--- config.mk ---
export PLATFORM = sky130hd
export DESIGN_NAME = maq_troco_flat
export DESIGN_NICKNAME = d
export VERILOG_FILES = /design/src/rtl/maq_troco_if.sv /design/src/rtl/maq_troco.sv /design/src/flat_wrapper.sv
export SDC_FILE = /design/constraint.sdc
export NUM_CORES = 1
export LEC_CHECK = 0
export ABC_AREA = 0
export CAP_MARGIN = 40
export CORE_UTILIZATION = 50
export DETAILED_ROUTE_END_ITERATION = 10
export PLACE_DENSITY = 0.74
export SLEW_MARGIN = 20
export SYNTH_ARGS = -nofsm -noshare
export SYNTH_HDL_FRONTEND = slang
export SYNTH_SLANG_ARGS = --single-unit
--- constraint.sdc ---
create_clock -name clk -period 4.5 [get_ports clk]
set_input_delay 1.125 -clock clk [delete_from_list [all_inputs] [get_ports clk]]
set_output_delay 1.125 -clock clk [all_outputs]
set_load 0.005 [all_outputs]
--- src/rtl/maq_troco_if.sv ---
// maq_troco_if: sale/ejector signal bundle for the change-dispensing stage.
//   vendeu, saldo       sale strobe and credit from maq_venda
//   ej_ready            coin ejector can accept a coin this cycle
//   c5, c10, c20        coin eject commands (at most one high)
//   busy, done, erro    status: not idle, payout-finished pulse, sticky error
//   total_troco         cumulative paid change (only with TROCO_COUNT_EN)
// Modports: slave = the dispenser, master = its environment.
// Optional feature macro: TROCO_COUNT_EN.
interface maq_troco_if #(
   parameter int unsigned W = 7
);
   logic         vendeu;
   logic [W-1:0] saldo;
   logic         ej_ready;
   logic         c5;
   logic         c10;
   logic         c20;
   logic         busy;
   logic         done;
   logic         erro;
`ifdef TROCO_COUNT_EN
   logic [15:0]  total_troco;

   modport slave (
      input  vendeu, saldo, ej_ready,
      output c5, c10, c20, busy, done, erro, total_troco
   );
   modport master (
      output vendeu, saldo, ej_ready,
      input  c5, c10, c20, busy, done, erro, total_troco
   );
`else
   modport slave (
      input  vendeu, saldo, ej_ready,
      output c5, c10, c20, busy, done, erro
   );
   modport master (
      output vendeu, saldo, ej_ready,
      input  c5, c10, c20, busy, done, erro
   );
`endif
endinterface

--- src/rtl/maq_troco.sv ---
// maq_troco: latches the credit on a sale strobe, subtracts PRICE and pays the
// remainder as a sequence of 20/10/5 coin-eject commands, each handshaked
// with the ejector. Ends with a one-cycle done pulse; erro flags short credit
// or a remainder that cannot be paid exactly.
// Ports:
//   clk   system clock, rising edge
//   res   asynchronous active-low reset
//   bus   maq_troco_if slave modport (vendeu/saldo/ej_ready in,
//         c5/c10/c20/busy/done/erro out, total_troco out when enabled)
// Optional feature macro: TROCO_COUNT_EN adds the saturating 16-bit
// cumulative change counter total_troco.
module maq_troco #(
   parameter int unsigned PRICE = 40,
   parameter int unsigned W     = 7
) (
   input  logic       clk,
   input  logic       res,
   maq_troco_if.slave bus
);

   typedef enum logic [1:0] {StIdle, StCalc, StEject, StDone} state_e;

   state_e       state_q, state_d;
   logic [W-1:0] resto_q, resto_d;
   logic         c5_q, c5_d;
   logic         c10_q, c10_d;
   logic         c20_q, c20_d;
   logic         busy_q, busy_d;
   logic         done_q, done_d;
   logic         erro_q, erro_d;
   logic [4:0]   coin;
   logic         xfer;

`ifdef TROCO_COUNT_EN
   logic [15:0]  total_q, total_d;
   logic [16:0]  total_sum;
`endif

   // Value of the coin currently being commanded (registered one-hot).
   always_comb begin
      coin = 5'd0;
      unique case ({c20_q, c10_q, c5_q})
         3'b100:  coin = 5'd20;
         3'b010:  coin = 5'd10;
         3'b001:  coin = 5'd5;
         default: coin = 5'd0;
      endcase
   end

   assign xfer = (state_q == StEject) && bus.ej_ready;

   always_comb begin
      state_d = state_q;
      resto_d = resto_q;
      c5_d    = c5_q;
      c10_d   = c10_q;
      c20_d   = c20_q;
      erro_d  = erro_q;
      unique case (state_q)
         StIdle: begin
            if (bus.vendeu) begin
               if (bus.saldo < W'(PRICE)) begin
                  erro_d = 1'b1;
               end else begin
                  resto_d = bus.saldo - W'(PRICE);
                  erro_d  = 1'b0;
                  state_d = StCalc;
               end
            end
         end
         StCalc: begin
            if (resto_q == '0) begin
               state_d = StDone;
            end else if (resto_q >= W'(20)) begin
               c20_d   = 1'b1;
               state_d = StEject;
            end else if (resto_q >= W'(10)) begin
               c10_d   = 1'b1;
               state_d = StEject;
            end else if (resto_q >= W'(5)) begin
               c5_d    = 1'b1;
               state_d = StEject;
            end else begin
               // Less than the smallest coin: unpayable, drop it.
               erro_d  = 1'b1;
               resto_d = '0;
               state_d = StDone;
            end
         end
         StEject: begin
            if (bus.ej_ready) begin
               resto_d = resto_q - W'(coin);
               c5_d    = 1'b0;
               c10_d   = 1'b0;
               c20_d   = 1'b0;
               state_d = StCalc;
            end
         end
         StDone: begin
            state_d = StIdle;
         end
         default: begin
            state_d = StIdle;
         end
      endcase
      // Status outputs are registered from the next state.
      busy_d = (state_d != StIdle);
      done_d = (state_d == StDone);
   end

`ifdef TROCO_COUNT_EN
   always_comb begin
      total_sum = {1'b0, total_q} + {12'd0, coin};
      total_d   = total_q;
      if (xfer) begin
         total_d = total_sum[16] ? 16'hFFFF : total_sum[15:0];
      end
   end

   always_ff @(posedge clk or negedge res) begin
      if (!res) begin
         total_q <= '0;
      end else begin
         total_q <= total_d;
      end
   end

   assign bus.total_troco = total_q;
`endif

   always_ff @(posedge clk or negedge res) begin
      if (!res) begin
         state_q <= StIdle;
         resto_q <= '0;
         c5_q    <= 1'b0;
         c10_q   <= 1'b0;
         c20_q   <= 1'b0;
         busy_q  <= 1'b0;
         done_q  <= 1'b0;
         erro_q  <= 1'b0;
      end else begin
         state_q <= state_d;
         resto_q <= resto_d;
         c5_q    <= c5_d;
         c10_q   <= c10_d;
         c20_q   <= c20_d;
         busy_q  <= busy_d;
         done_q  <= done_d;
         erro_q  <= erro_d;
      end
   end

   assign bus.c5   = c5_q;
   assign bus.c10  = c10_q;
   assign bus.c20  = c20_q;
   assign bus.busy = busy_q;
   assign bus.done = done_q;
   assign bus.erro = erro_q;

endmodule
--- src/flat_wrapper.sv ---
// flat-port wrapper written by rule: the top's interface ports become plain ports
module maq_troco_flat 
#(
   parameter int unsigned PRICE = 40,
   parameter int unsigned W     = 7
)
  (clk, res, bus_vendeu, bus_saldo, bus_ej_ready, bus_c5, bus_c10, bus_c20, bus_busy, bus_done, bus_erro);
  maq_troco_if #(.W(W)) bus_i ();
  input  logic clk;
  input  logic res;
  input wire logic [$bits(bus_i.vendeu)-1:0] bus_vendeu;
  input wire logic [$bits(bus_i.saldo)-1:0] bus_saldo;
  input wire logic [$bits(bus_i.ej_ready)-1:0] bus_ej_ready;
  output wire logic [$bits(bus_i.c5)-1:0] bus_c5;
  output wire logic [$bits(bus_i.c10)-1:0] bus_c10;
  output wire logic [$bits(bus_i.c20)-1:0] bus_c20;
  output wire logic [$bits(bus_i.busy)-1:0] bus_busy;
  output wire logic [$bits(bus_i.done)-1:0] bus_done;
  output wire logic [$bits(bus_i.erro)-1:0] bus_erro;
  assign bus_i.vendeu = bus_vendeu;
  assign bus_i.saldo = bus_saldo;
  assign bus_i.ej_ready = bus_ej_ready;
  assign bus_c5 = bus_i.c5;
  assign bus_c10 = bus_i.c10;
  assign bus_c20 = bus_i.c20;
  assign bus_busy = bus_i.busy;
  assign bus_done = bus_i.done;
  assign bus_erro = bus_i.erro;
  maq_troco #(.PRICE(PRICE), .W(W)) u_core (.clk(clk), .res(res), .bus(bus_i));
endmodule
# Word level (Yosys, flattened, before mapping)
# Cells that the tools add are included.
op_classes:
  mux: 37
  reduce_logical: 11
  eq_ne: 17
  n_addsub: 2
  order_cmp: 4
ops:
  columns: ["cell", "count"]
  rows:
  - ["two-way mux 7 bit", 7]
  - ["one-hot mux 7 bit (3 select lines)", 1]
  - ["two-way mux 1 bit", 17]
  - ["one-hot mux 5 bit (3 select lines)", 1]
  - ["inequality test 2 bit, second input constant", 7]
  - ["two-way mux 2 bit", 6]
  - ["AND reduction 6 bit", 2]
  - ["one-hot mux 1 bit (2 select lines)", 4]
  - ["one-hot mux 2 bit (4 select lines)", 1]
  - ["AND reduction 8 bit", 1]
  - [">= comparator 7 x 3 -> 1 bit, second input constant", 1]
  - [">= comparator 7 x 4 -> 1 bit, second input constant", 1]
  - [">= comparator 7 x 5 -> 1 bit, second input constant", 1]
  - ["zero test 7 bit", 1]
  - ["less-than comparator 7 x 6 -> 1 bit, second input constant", 1]
  - ["subtractor 7 x 5 -> 7 bit", 1]
  - ["subtractor 7 x 6 -> 7 bit, second input constant", 1]
  - ["equality test 2 bit, second input constant", 3]
  - ["inequality test 2 x 1 -> 1 bit, second input constant", 3]
  - ["nonzero test 2 bit", 3]
  - ["AND reduction 5 bit", 1]
  - ["AND reduction 4 bit", 1]
  - ["equality test 3 x 1 -> 1 bit, second input constant", 1]
  - ["equality test 3 x 2 -> 1 bit, second input constant", 1]
  - ["other kinds (4)", 4]
word_totals:
  in_bits: 11
  output_inout_bits: 6
  ff_bits: 15

# Depth between registers and ports, before layout
# Gate-level depths: netlist of the first run.
depth:
  word_depth: 7
  mapped_depth: 9
  ltp_nobuf: 9

# Worst setup path before layout of the first run
# No wires, ideal clock.
synth_timing:
  kind: "input to register"
  startpoint: "input port bus_saldo[3]"
  endpoint: "register u_core.resto_q[6]"
  path_stages: 8
  setup_slack_ps: 1951
  setup_time_ps: 123
  required_ps: 4377
  arrival_time_ps: 2425
  cell_sequence: "inv_1 > ha_1 > nand2b_1 > a31oi_1 > or3b_4 > buf_6 > o21ai_1 > o21ai_1"
synth_between:
  elab_chain_len: 4
  word_cells_on_any_way: 7
synth_rtl:
  columns: ["element", "line", "rtl"]
  rows:
  - ["start, declared", "flat_wrapper.sv:12", "input wire logic [$bits(bus_i.saldo)-1:0] bus_saldo;"]
  - ["subtractor 7 x 6 -> 7 bit", "maq_troco.sv:65", "resto_d = bus.saldo - W'(PRICE);"]
  - ["two-way mux 7 bit", "maq_troco.sv:62", "if (bus.saldo < W'(PRICE)) begin"]
  - ["two-way mux 7 bit", "maq_troco.sv:61", "if (bus.vendeu) begin"]
  - ["one-hot mux 7 bit (3 select lines)", "maq_troco.sv:59", "unique case (state_q)"]
  - ["end signal, assigned", "maq_troco.sv:143", "resto_q <= resto_d;"]
  - ["end, declared", "maq_troco.sv:24", "logic [W-1:0] resto_q, resto_d;"]
# Several ways; a longest one is shown, not always the timed one. The select of a mux whose other input is x is not followed.
# A chain may end at the register's enable or synchronous reset.

# Worst setup path after layout of the first run
layout_timing:
  startpoint: "input port bus_saldo[3]"
  endpoint: "register u_core.resto_q[3]"
# The elaborated chain is that of the path after synthesis.

==> results.py, run 1 <==
metrics = {
    "run_status": {
        "status": "complete, no violations",
    },
    "placement": {
        "dp.cells": 180,
        "port_buffers": 16,
        "place.detailed.hpwl_um": 1917,
        "gp_routability_congestion": 0.8491,
    },
    "clock_network": {
        "clk_transition_reported_paths_ns": 0.10,
        "cts_buffers": 3,
        "post_cts_buffers": 0,
        "root_buffer": "clkbuf_4",
        "clock_latency_ns": 0.30,
        "cts.path.max_buffers": 2,
        "htree_levels": 1,
        "cts_resized": 0,
        "clock_sinks": 15,
        "cts_tree": "done",
        "holdBufCountCts": 0,
    },
    "flow_run": {
        "maxCapViolCount": 0,
    },
    "global_route": {
        "grt_usage_pct": 24.03,
        "antenna_found_initial": 0,
        "grt_pass1_vias": 999,
        "grt_pass1_wl_um": 4526,
        "gr-total-overflow": 0,
        "grt_max_degree": 16,
    },
    "logic_synthesis": {
        "yosysWarnings": 0,
        "yosysTopAreaCell": "dfrtp_1",
        "netlist_instances": 139,
        "seq_area_frac_synth_pct": 32.54,
        "synth-seq-cells": 15,
        "synth_top_area_share_pct": 32.54,
        "netlist_top_cells_area": "dfrtp_1, ha_1, nor2_1, o21ai_0, inv_1",
        "syn_area_per_cell_um2": 8.299,
        "ys_types": 34,
        "netlist_area_um2": 1154,
        "syn_nets": 161,
    },
    "setup_path": {
        "cp-start-kind": "input port",
        "path_cells": "clkdlybuf4s50_1, inv_1, ha_1, nand2b_1, a31oi_1, or3b_4, mux2_2",
        "cp_top_family": "simple AND/OR/NAND/NOR gates",
        "setup.worst_path.class": "input port to flip-flop",
        "worst_path_largest_cell_delay_ns": 0.51,
        "cp.required_ns": 4.70,
        "path_buf_inv": 2,
        "critPathSlowestCell": "clkdlybuf4s50_1",
        "critical_path.max_fanout": 12,
        "crit_path_end_kind": "flip-flop",
        "cp.arrival_ns": 3.13,
    },
    "pwr": {
        "power.density_nw_per_um2": 687.7,
        "swShare_pct": 46.37,
        "clkPwrFrac_pct": 9.0,
        "p_comb_share_pct": 60.9,
        "seq_power_share_pct": 30.1,
        "p_leak_nw": 0.5875,
        "ir_drop_mv": 0.4535,
        "p_sw_w": 0.0004314,
        "p_int_w": 0.0004989,
    },
    "floorplanning": {
        "initial_core_util_pct": 52.66,
        "die_h_um": 50.04,
        "core_um2": 2191,
        "io_pins": 17,
        "die-area_um2": 2504,
        "die_w_um": 50.04,
        "fp-row-count": 17,
    },
    "cells_and_area": {
        "layout_commonest_cell": "nor2_1",
        "area_growth_pct": 17.25,
        "fin_nets": 179,
        "num_antenna_cells": 0,
        "stdcell_count": 184,
        "n_fill_cell": 200,
        "layout-drive-gt1-share_pct": 5.128,
        "final_cell_mix": "nor2_1, clkdlybuf4s50_1, inv_1, dfrtp_1, o21ai_0",
    },
    "routing": {
        "vias": 1044,
        "route.detailed.drc": 0,
        "via_per_inst": 5.674,
        "firstDrtPassIters": 4,
        "drt-wirelength-per-cell_um": 13.59,
        "drt_wl_total_um": 2501,
        "drt.antenna.violating_nets": 0,
        "first_iter_violations": 29,
    },
    "timing": {
        "fin_crit_ns": 2.934,
        "period_share_pct": 65.19,
        "finalSetupViolCount": 0,
        "rsz0062_at_grt": "false",
        "hold_viol_final": 0,
        "slew_headroom_pct": 54.16,
        "tightest_slew_ns": 0.6854,
        "tns_ns": 0,
        "finalMaxSlewViolations": 0,
        "max_freq_mhz": 340.9,
        "skew_ns": 0.007944,
    },
    "min_path": {
        "hold_path_class": "flip-flop to flip-flop",
    },
}
worst reg2reg max path: stages (launching register included):
cell	delay, ns
dfrtp_1	0.45
nor3b_1	0.29
ha_1	0.21
inv_1	0.05
fa_1	0.40
a211oi_1	0.36
o21ai_0	0.19
o32a_1	0.31
o21ai_1	0.11
per-layer routing:
| metal | vias to the layer above | GRT usage, % | part of all wire (%) |
|---|---|---|---|
| li1 | 525 | - | - |
| met1 | 483 | 31.85 | 49 |
| met2 | 32 | 36.67 | 43 |
| met3 | 4 | 5.556 | 5.4 |
| met4 | 0 | 10.95 | 1.8 |
| met5 | - | 0 | 0 |
flip-flops by register name (all words and copies together), names as in the netlist:
signal / flops
u_core.state_q: 2
u_core.bus.c10: 1
u_core.bus.done: 1
u_core.bus.c20: 1
u_core.bus.c5: 1
u_core.bus.erro: 1
u_core.bus.busy: 1
u_core.resto_q: 7
cell type report:
type / count / area [um2] / area share, %
clock buffers: 3 / 22.52 / 1.665
clock inverters: 1 / 7.507 / 0.5550
inverters: 15 / 56.30 / 4.163
multi-input cells: 106 / 695.7 / 51.43
flip-flops and latches: 15 / 375.4 / 27.75
well taps: 28 / 35.03 / 2.590
repair buffers: 16 / 160.2 / 11.84
kinds of logic (layout without fill, tap and decap cells):
kind of cell             after synthesis  count (layout)  synth area share [%]
AO/OA/AOI/OAI                         46              46                 24.62
XOR/XNOR                               3               3                 2.278
adder cells (fa/ha/maj)               11              11                 12.58
buffers and inverters                 18              35                 7.158
flip-flops                            15              15                 32.54
multiplexers                           3               3                 2.928
AND/OR/NAND/NOR                       43              43                 17.90
stage by stage:
| step | total power [W] | hold slack [ns] | util (%) | instance area [um2] | setup slack, ns |
|---|---|---|---|---|---|
| finish | 0.0009302 | 0.6011 | 61.74 | 1353 | 1.567 |
| global route | 0.001025 | 0.6457 | 61.74 | 1353 | 1.486 |
| CTS | 0.0009277 | 0.5942 | 61.74 | 1353 | 1.582 |
| detailed placement | 0.0008414 | 0.5617 | 60.37 | 1323 | 1.268 |
| global placement | 0.0008287 | 0.5553 | 60.37 | 1323 | 1.347 |
| floorplan | 0.0006960 | 0.5320 | - | 1154 | 1.951 |
final timing paths:
kind                       depth (start not counted)  slack [ns]                             to                   startpoint
setup / recovery                                   7        1.57  u_core.resto_q[3]$_DFFE_PN0P_                 bus_saldo[3]
hold / removal                                     2        0.60    u_core.bus.erro$_DFFE_PN0P_  u_core.bus.erro$_DFFE_PN0P_
setup reg to reg                                   8        2.08  u_core.resto_q[6]$_DFFE_PN0P_   u_core.bus.c10$_DFFE_PN0P_
hold reg to reg                                    2        0.60    u_core.bus.erro$_DFFE_PN0P_  u_core.bus.erro$_DFFE_PN0P_
max in group asynchronous                          1        2.83  u_core.resto_q[5]$_DFFE_PN0P_                          res
min in group asynchronous                          1        1.23      u_core.bus.done$_DFF_PN0_                          res
power groups by stage:
stage	Combinational [W]	Sequential, W	Clock (W)
6_report	0.000567	0.000280	0.0000836
3_3_place_gp	0.000548	0.000281	0
2_1_floorplan	0.000436	0.000260	0
4_1_cts	0.000564	0.000280	0.0000842
3_5_place_dp	0.000558	0.000283	0
5_1_grt	0.000642	0.000293	0.0000897
synthesized netlist by cell type, drive strengths merged:
master    n
fa        1
xor2      1
buf       2
o31a      1
o32ai     1
o311ai    1
a21boi    1
o32a      2
nand2b    5
a2bb2oi   1
nor4b     1
a21o      1
nor2     19
nor3      4
clkbuf    1
a21oi     9
o21a      1
inv      15
dfrtp    15
ha       10
a22oi     1
or3b      1
o2bb2ai   1
or4       1
o22ai     4
nor3b     1
mux2      3
xnor2     2
nor2b     3
nand2     8
o21ai    16
a31oi     4
a211oi    2
Power figures use the tool's default switching activity.
==> run 2: changes to the inputs <==
- clock period: 4.5 -> 2.7 ns (I/O delays scaled with it)
==> results.py, run 2 (synthesis results as in run 1) <==
metrics = {
    "pwr": {
        "ir_drop_mv": 0.8705,
        "power_w": 0.001579,
        "p_leak_nw": 0.5990,
        "power.density_nw_per_um2": 1154,
    },
    "placement": {
        "place_ws_ns": 0.04101,
        "gp_routability_congestion": 0.8458,
        "place.detailed.hpwl_um": 2052,
        "port_buffers": 16,
        "dpl-instance-area_um2": 1338,
    },
    "timing": {
        "slew_headroom_pct": 53.19,
        "hold_viol_final": 0,
        "skew_ns": 0.004164,
        "tns_ns": 0,
        "rsz0062_at_grt": "false",
        "period_share_pct": 89.54,
        "finalSetupViolCount": 0,
        "finalMaxSlewViolations": 0,
        "fin_crit_ns": 2.418,
        "setup_ws_ns": 0.2824,
        "tightest_slew_ns": 0.7000,
        "max_freq_mhz": 413.6,
    },
    "cells_and_area": {
        "area_growth_pct": 18.65,
        "final_cell_mix": "nor2_1, clkdlybuf4s50_1, inv_1, dfrtp_1, o21ai_0",
        "largest_reg_flops": 7,
        "finish.instance_area_um2": 1369,
        "regMostFlops": "u_core.resto_q",
        "fin_nets": 181,
        "layout-drive-gt1-share_pct": 6.329,
        "num_antenna_cells": 0,
        "layout_commonest_cell": "nor2_1",
        "reg_top3": "u_core.resto_q x7, u_core.state_q x2",
    },
    "global_route": {
        "grt_usage_pct": 24.31,
        "grt_pass1_vias": 1023,
        "grt_max_degree": 16,
        "grt_pass1_wl_um": 4595,
        "antenna_found_initial": 0,
        "gr-total-overflow": 0,
    },
    "setup_path": {
        "worst_path_largest_cell_delay_ns": 0.45,
        "path_buf_inv": 1,
        "cp_top_family": "compound AO/OA/AOI/OAI gates",
        "setup.worst_path.class": "flip-flop to flip-flop",
        "critical_path.max_fanout": 6,
        "crit_path_end_kind": "flip-flop",
        "path_cells": "nor3b_1, ha_1, inv_1, fa_1, a211oi_2, o21ai_0, o32a_1, o21ai_1",
        "cp.required_ns": 2.91,
        "critPathSlowestCell": "dfrtp_1",
        "cp-start-kind": "flip-flop",
        "cp.arrival_ns": 2.63,
    },
    "clock_network": {
        "clk_transition_reported_paths_ns": 0.09,
        "clock_sinks": 15,
        "clock_latency_ns": 0.28,
        "cts.path.max_buffers": 2,
        "htree_levels": 1,
        "cts_tree": "done",
        "cts_buffers": 3,
        "post_cts_buffers": 0,
        "root_buffer": "clkbuf_4",
    },
    "routing": {
        "route.detailed.drc": 0,
        "vias": 1074,
        "first_iter_violations": 26,
        "drt_wl_total_um": 2672,
        "drt-wirelength-per-cell_um": 14.37,
        "via_per_inst": 5.774,
        "firstDrtPassIters": 4,
        "drt.antenna.violating_nets": 0,
    },
    "floorplanning": {
        "die_h_um": 50.04,
        "die_w_um": 50.04,
        "io_pins": 17,
        "fp-row-count": 17,
        "die-area_um2": 2504,
        "initial_core_util_pct": 52.66,
        "core_um2": 2191,
    },
    "run_status": {
        "status": "complete, no violations",
    },
    "flow_run": {
        "maxCapViolCount": 0,
    },
    "min_path": {
        "hold_path_class": "flip-flop to flip-flop",
    },
}
==> run 2: worst reg2reg max path, stage by stage, from the launching register on <==
cell and delay [ns]:
dfrtp_1 0.45, nor3b_1 0.29, ha_1 0.21, inv_1 0.06
fa_1 0.42, a211oi_2 0.26, o21ai_0 0.20, o32a_1 0.32
o21ai_1 0.13
==> run 2: power by group <==
group | switching [W] | internal [W]
combinational | 0.000525 | 0.000458
clock | 0.0000715 | 0.0000574
sequential | 0.000136 | 0.000331
total | 0.000733 | 0.000846
==> run 2: cell type report <==
cell class | count | area [um2]
timing repair buffer | 18 | 175.2
fill | 197 | 822.0
inverter | 15 | 56.30
sequential | 15 | 375.4
clock buffer | 4 | 26.28
tap | 28 | 35.03
multi-input combinational | 106 | 700.7
==> run 2: layer usage <==
layer | vias up | wire (um) | global-route usage (%)
met5 | - | 0 | 0
met4 | 0 | 32 | 10.00
met3 | 4 | 97 | 5.247
met2 | 27 | 1271 | 37.33
met1 | 509 | 1270 | 32.63
li1 | 534 | - | -
==> run 2: worst paths after layout <==
path                            cells past startpoint  slack (ns)                        start                       endpoint
worst min register to register                      2        0.59  u_core.bus.erro$_DFFE_PN0P_    u_core.bus.erro$_DFFE_PN0P_
max in group asynchronous                           1        1.45                          res    u_core.bus.erro$_DFFE_PN0P_
worst max-delay path                                8        0.28   u_core.bus.c10$_DFFE_PN0P_  u_core.resto_q[6]$_DFFE_PN0P_
min in group asynchronous                           1        0.80                          res     u_core.bus.c10$_DFFE_PN0P_
worst max register to register                      8        0.28   u_core.bus.c10$_DFFE_PN0P_  u_core.resto_q[6]$_DFFE_PN0P_
worst min-delay path                                2        0.59  u_core.bus.erro$_DFFE_PN0P_    u_core.bus.erro$_DFFE_PN0P_
==> run 2: timing repair <==
action | in CTS | in global routing
setup endpoints to repair | 0 | 1
hold buffers | 0 | 0
resized for setup | 0 | 1
==> run 2: through the flow <==
step,util (%),hold slack (ns),std cells
5_1_grt,62.48,0.6160,186
4_1_cts,62.25,0.5889,186
2_1_floorplan,-,0.3794,139
6_report,62.48,0.5913,186
3_5_place_dp,61.05,0.5589,182
3_3_place_gp,61.05,0.5502,182
==> run 3: changes to the inputs <==
- CORE_MARGIN: default -> 3
==> results.py, run 3 (synthesis results as in run 1) <==
metrics = {
    "run_status": {
        "status": "complete, no violations",
    },
    "global_route": {
        "grtUsageMet3_pct": 5.817,
        "gr-total-overflow": 0,
        "top_usage_layer": "met2",
        "grt_max_degree": 16,
        "grt_pass1_vias": 952,
        "grt_usage_pct": 20.46,
        "antenna_found_initial": 0,
        "use_met2_pct": 31.65,
        "grt_pass1_wl_um": 4326,
        "use_met1_pct": 27.44,
    },
    "timing": {
        "slew_headroom_pct": 55.13,
        "tns_ns": 0,
        "tightest_slew_ns": 0.6710,
        "period_share_pct": 87.26,
        "fin_crit_ns": 2.356,
        "finalMaxSlewViolations": 0,
        "skew_ns": 0.004837,
        "holdWs_ns": 0.5687,
        "max_freq_mhz": 424.5,
        "rsz0062_at_grt": "false",
        "finalSetupViolCount": 0,
        "hold_viol_final": 0,
    },
    "setup_path": {
        "cp.required_ns": 2.88,
        "path_cells": "clkdlybuf4s50_1, inv_1, ha_1, nand2b_1, a31oi_1, or3b_4, mux2_2",
        "ff2ff_setup_slack_ns": 0.36,
        "worst_path_largest_cell_delay_ns": 0.50,
        "crit_path_end_kind": "flip-flop",
        "critical_path.max_fanout": 12,
        "critPathSlowestCell": "clkdlybuf4s50_1",
        "cp.arrival_ns": 2.54,
        "setup.worst_path.class": "input port to flip-flop",
        "cp-start-kind": "input port",
    },
    "cells_and_area": {
        "final_cell_mix": "nor2_1, clkdlybuf4s50_1, inv_1, dfrtp_1, o21ai_0",
        "finish.instance_area_um2": 1369,
        "fin_nets": 181,
        "regMostFlops": "u_core.resto_q",
        "num_antenna_cells": 0,
        "layout_commonest_cell": "nor2_1",
        "layout-drive-gt1-share_pct": 6.962,
        "largest_reg_flops": 7,
        "area_growth_pct": 18.65,
        "reg_top3": "u_core.resto_q x7, u_core.state_q x2",
    },
    "pwr": {
        "power.density_nw_per_um2": 1137,
        "p_leak_nw": 0.6021,
        "ir_drop_mv": 0.7490,
    },
    "placement": {
        "gp_routability_congestion": 0.7996,
        "port_buffers": 16,
        "place.detailed.hpwl_um": 1956,
        "dpl-instance-area_um2": 1336,
    },
    "routing": {
        "first_iter_violations": 36,
        "vias": 1080,
        "firstDrtPassIters": 4,
        "via_per_inst": 5.838,
        "drt-wirelength-per-cell_um": 13.49,
        "route.detailed.drc": 0,
        "drt.antenna.violating_nets": 0,
        "drt_wl_total_um": 2495,
    },
    "clock_network": {
        "cts_buffers": 3,
        "htree_levels": 1,
        "clock_sinks": 15,
        "cts_tree": "done",
        "root_buffer": "clkbuf_4",
        "cts.path.max_buffers": 2,
        "post_cts_buffers": 0,
        "clk_transition_reported_paths_ns": 0.09,
        "clock_latency_ns": 0.29,
    },
    "floorplanning": {
        "fp-row-count": 16,
        "initial_core_util_pct": 55.95,
        "die_h_um": 54.04,
        "core_um2": 2062,
        "die_w_um": 54.04,
        "die-area_um2": 2920,
        "io_pins": 17,
    },
    "min_path": {
        "hold_path_class": "flip-flop to flip-flop",
    },
    "flow_run": {
        "maxCapViolCount": 0,
    },
}
## run 3: changes by cell type in the layout (fill, tap and decap cells not counted)
cell / before / now
clkbuf_1: 1 / 0
clkinv_2: 0 / 1
## run 3: final timing paths
kind	from	cells after the start	end
max	bus_saldo[3]	7	u_core.resto_q[3]$_DFFE_PN0P_
min	u_core.bus.erro$_DFFE_PN0P_	2	u_core.bus.erro$_DFFE_PN0P_
max reg2reg	u_core.bus.c10$_DFFE_PN0P_	8	u_core.resto_q[6]$_DFFE_PN0P_
min reg2reg	u_core.bus.erro$_DFFE_PN0P_	2	u_core.bus.erro$_DFFE_PN0P_
max in group asynchronous	res	1	u_core.resto_q[3]$_DFFE_PN0P_
min in group asynchronous	res	1	u_core.bus.c5$_DFFE_PN0P_
## run 3: what timing repair did
item	in CTS	in global routing
resized for setup	0	1
hold buffers	0	0
endpoints found under the setup margin	0	1
## run 3: worst max-delay path, delay by kind of cell
family	cells	cell delay [ns]
AO/OA/AOI/OAI	1	0.18
buffers and inverters	2	0.56
multiplexers	1	0.29
adder cells (fa/ha/maj)	1	0.21
AND/OR/NAND/NOR	2	0.61
## run 3: stage by stage
| stage | power, W | util [%] | instances | setup WS, ns |
|---|---|---|---|---|
| 2_1_floorplan | 0.001160 | - | 139 | 0.5034 |
| 3_3_place_gp | 0.001397 | 64.81 | 181 | 0.08832 |
| 3_5_place_dp | 0.001418 | 64.81 | 181 | 0.01582 |
| 4_1_cts | 0.001561 | 66.14 | 185 | 0.2307 |
| 5_1_grt | 0.001719 | 66.38 | 185 | 0.09849 |
| 6_report | 0.001557 | 66.38 | 185 | 0.3441 |
## run 3: power by group
group,total (W),switching [W],leakage [nW],internal (W)
clock,0.000131,0.0000761,0.0177,0.0000551
sequential,0.000452,0.000121,0.178,0.000331
combinational,0.000974,0.000511,0.407,0.000463
## run 3: metal layers
| metal | vias up | share of wire, % |
|---|---|---|
| met5 | - | 0 |
| met4 | 0 | 0.92 |
| met3 | 2 | 6.8 |
| met2 | 38 | 47 |
| met1 | 506 | 45 |
| li1 | 534 | - |
## run 3: area by class of cell
cell class / count / area, um2
sequential: 15 / 375.4
inverter: 15 / 56.30
timing repair buffer: 18 / 175.2
multi-input combinational: 106 / 700.7
clock inverter: 1 / 5.005
clock buffer: 3 / 22.52
tap: 27 / 33.78
fill: 170 / 693.2
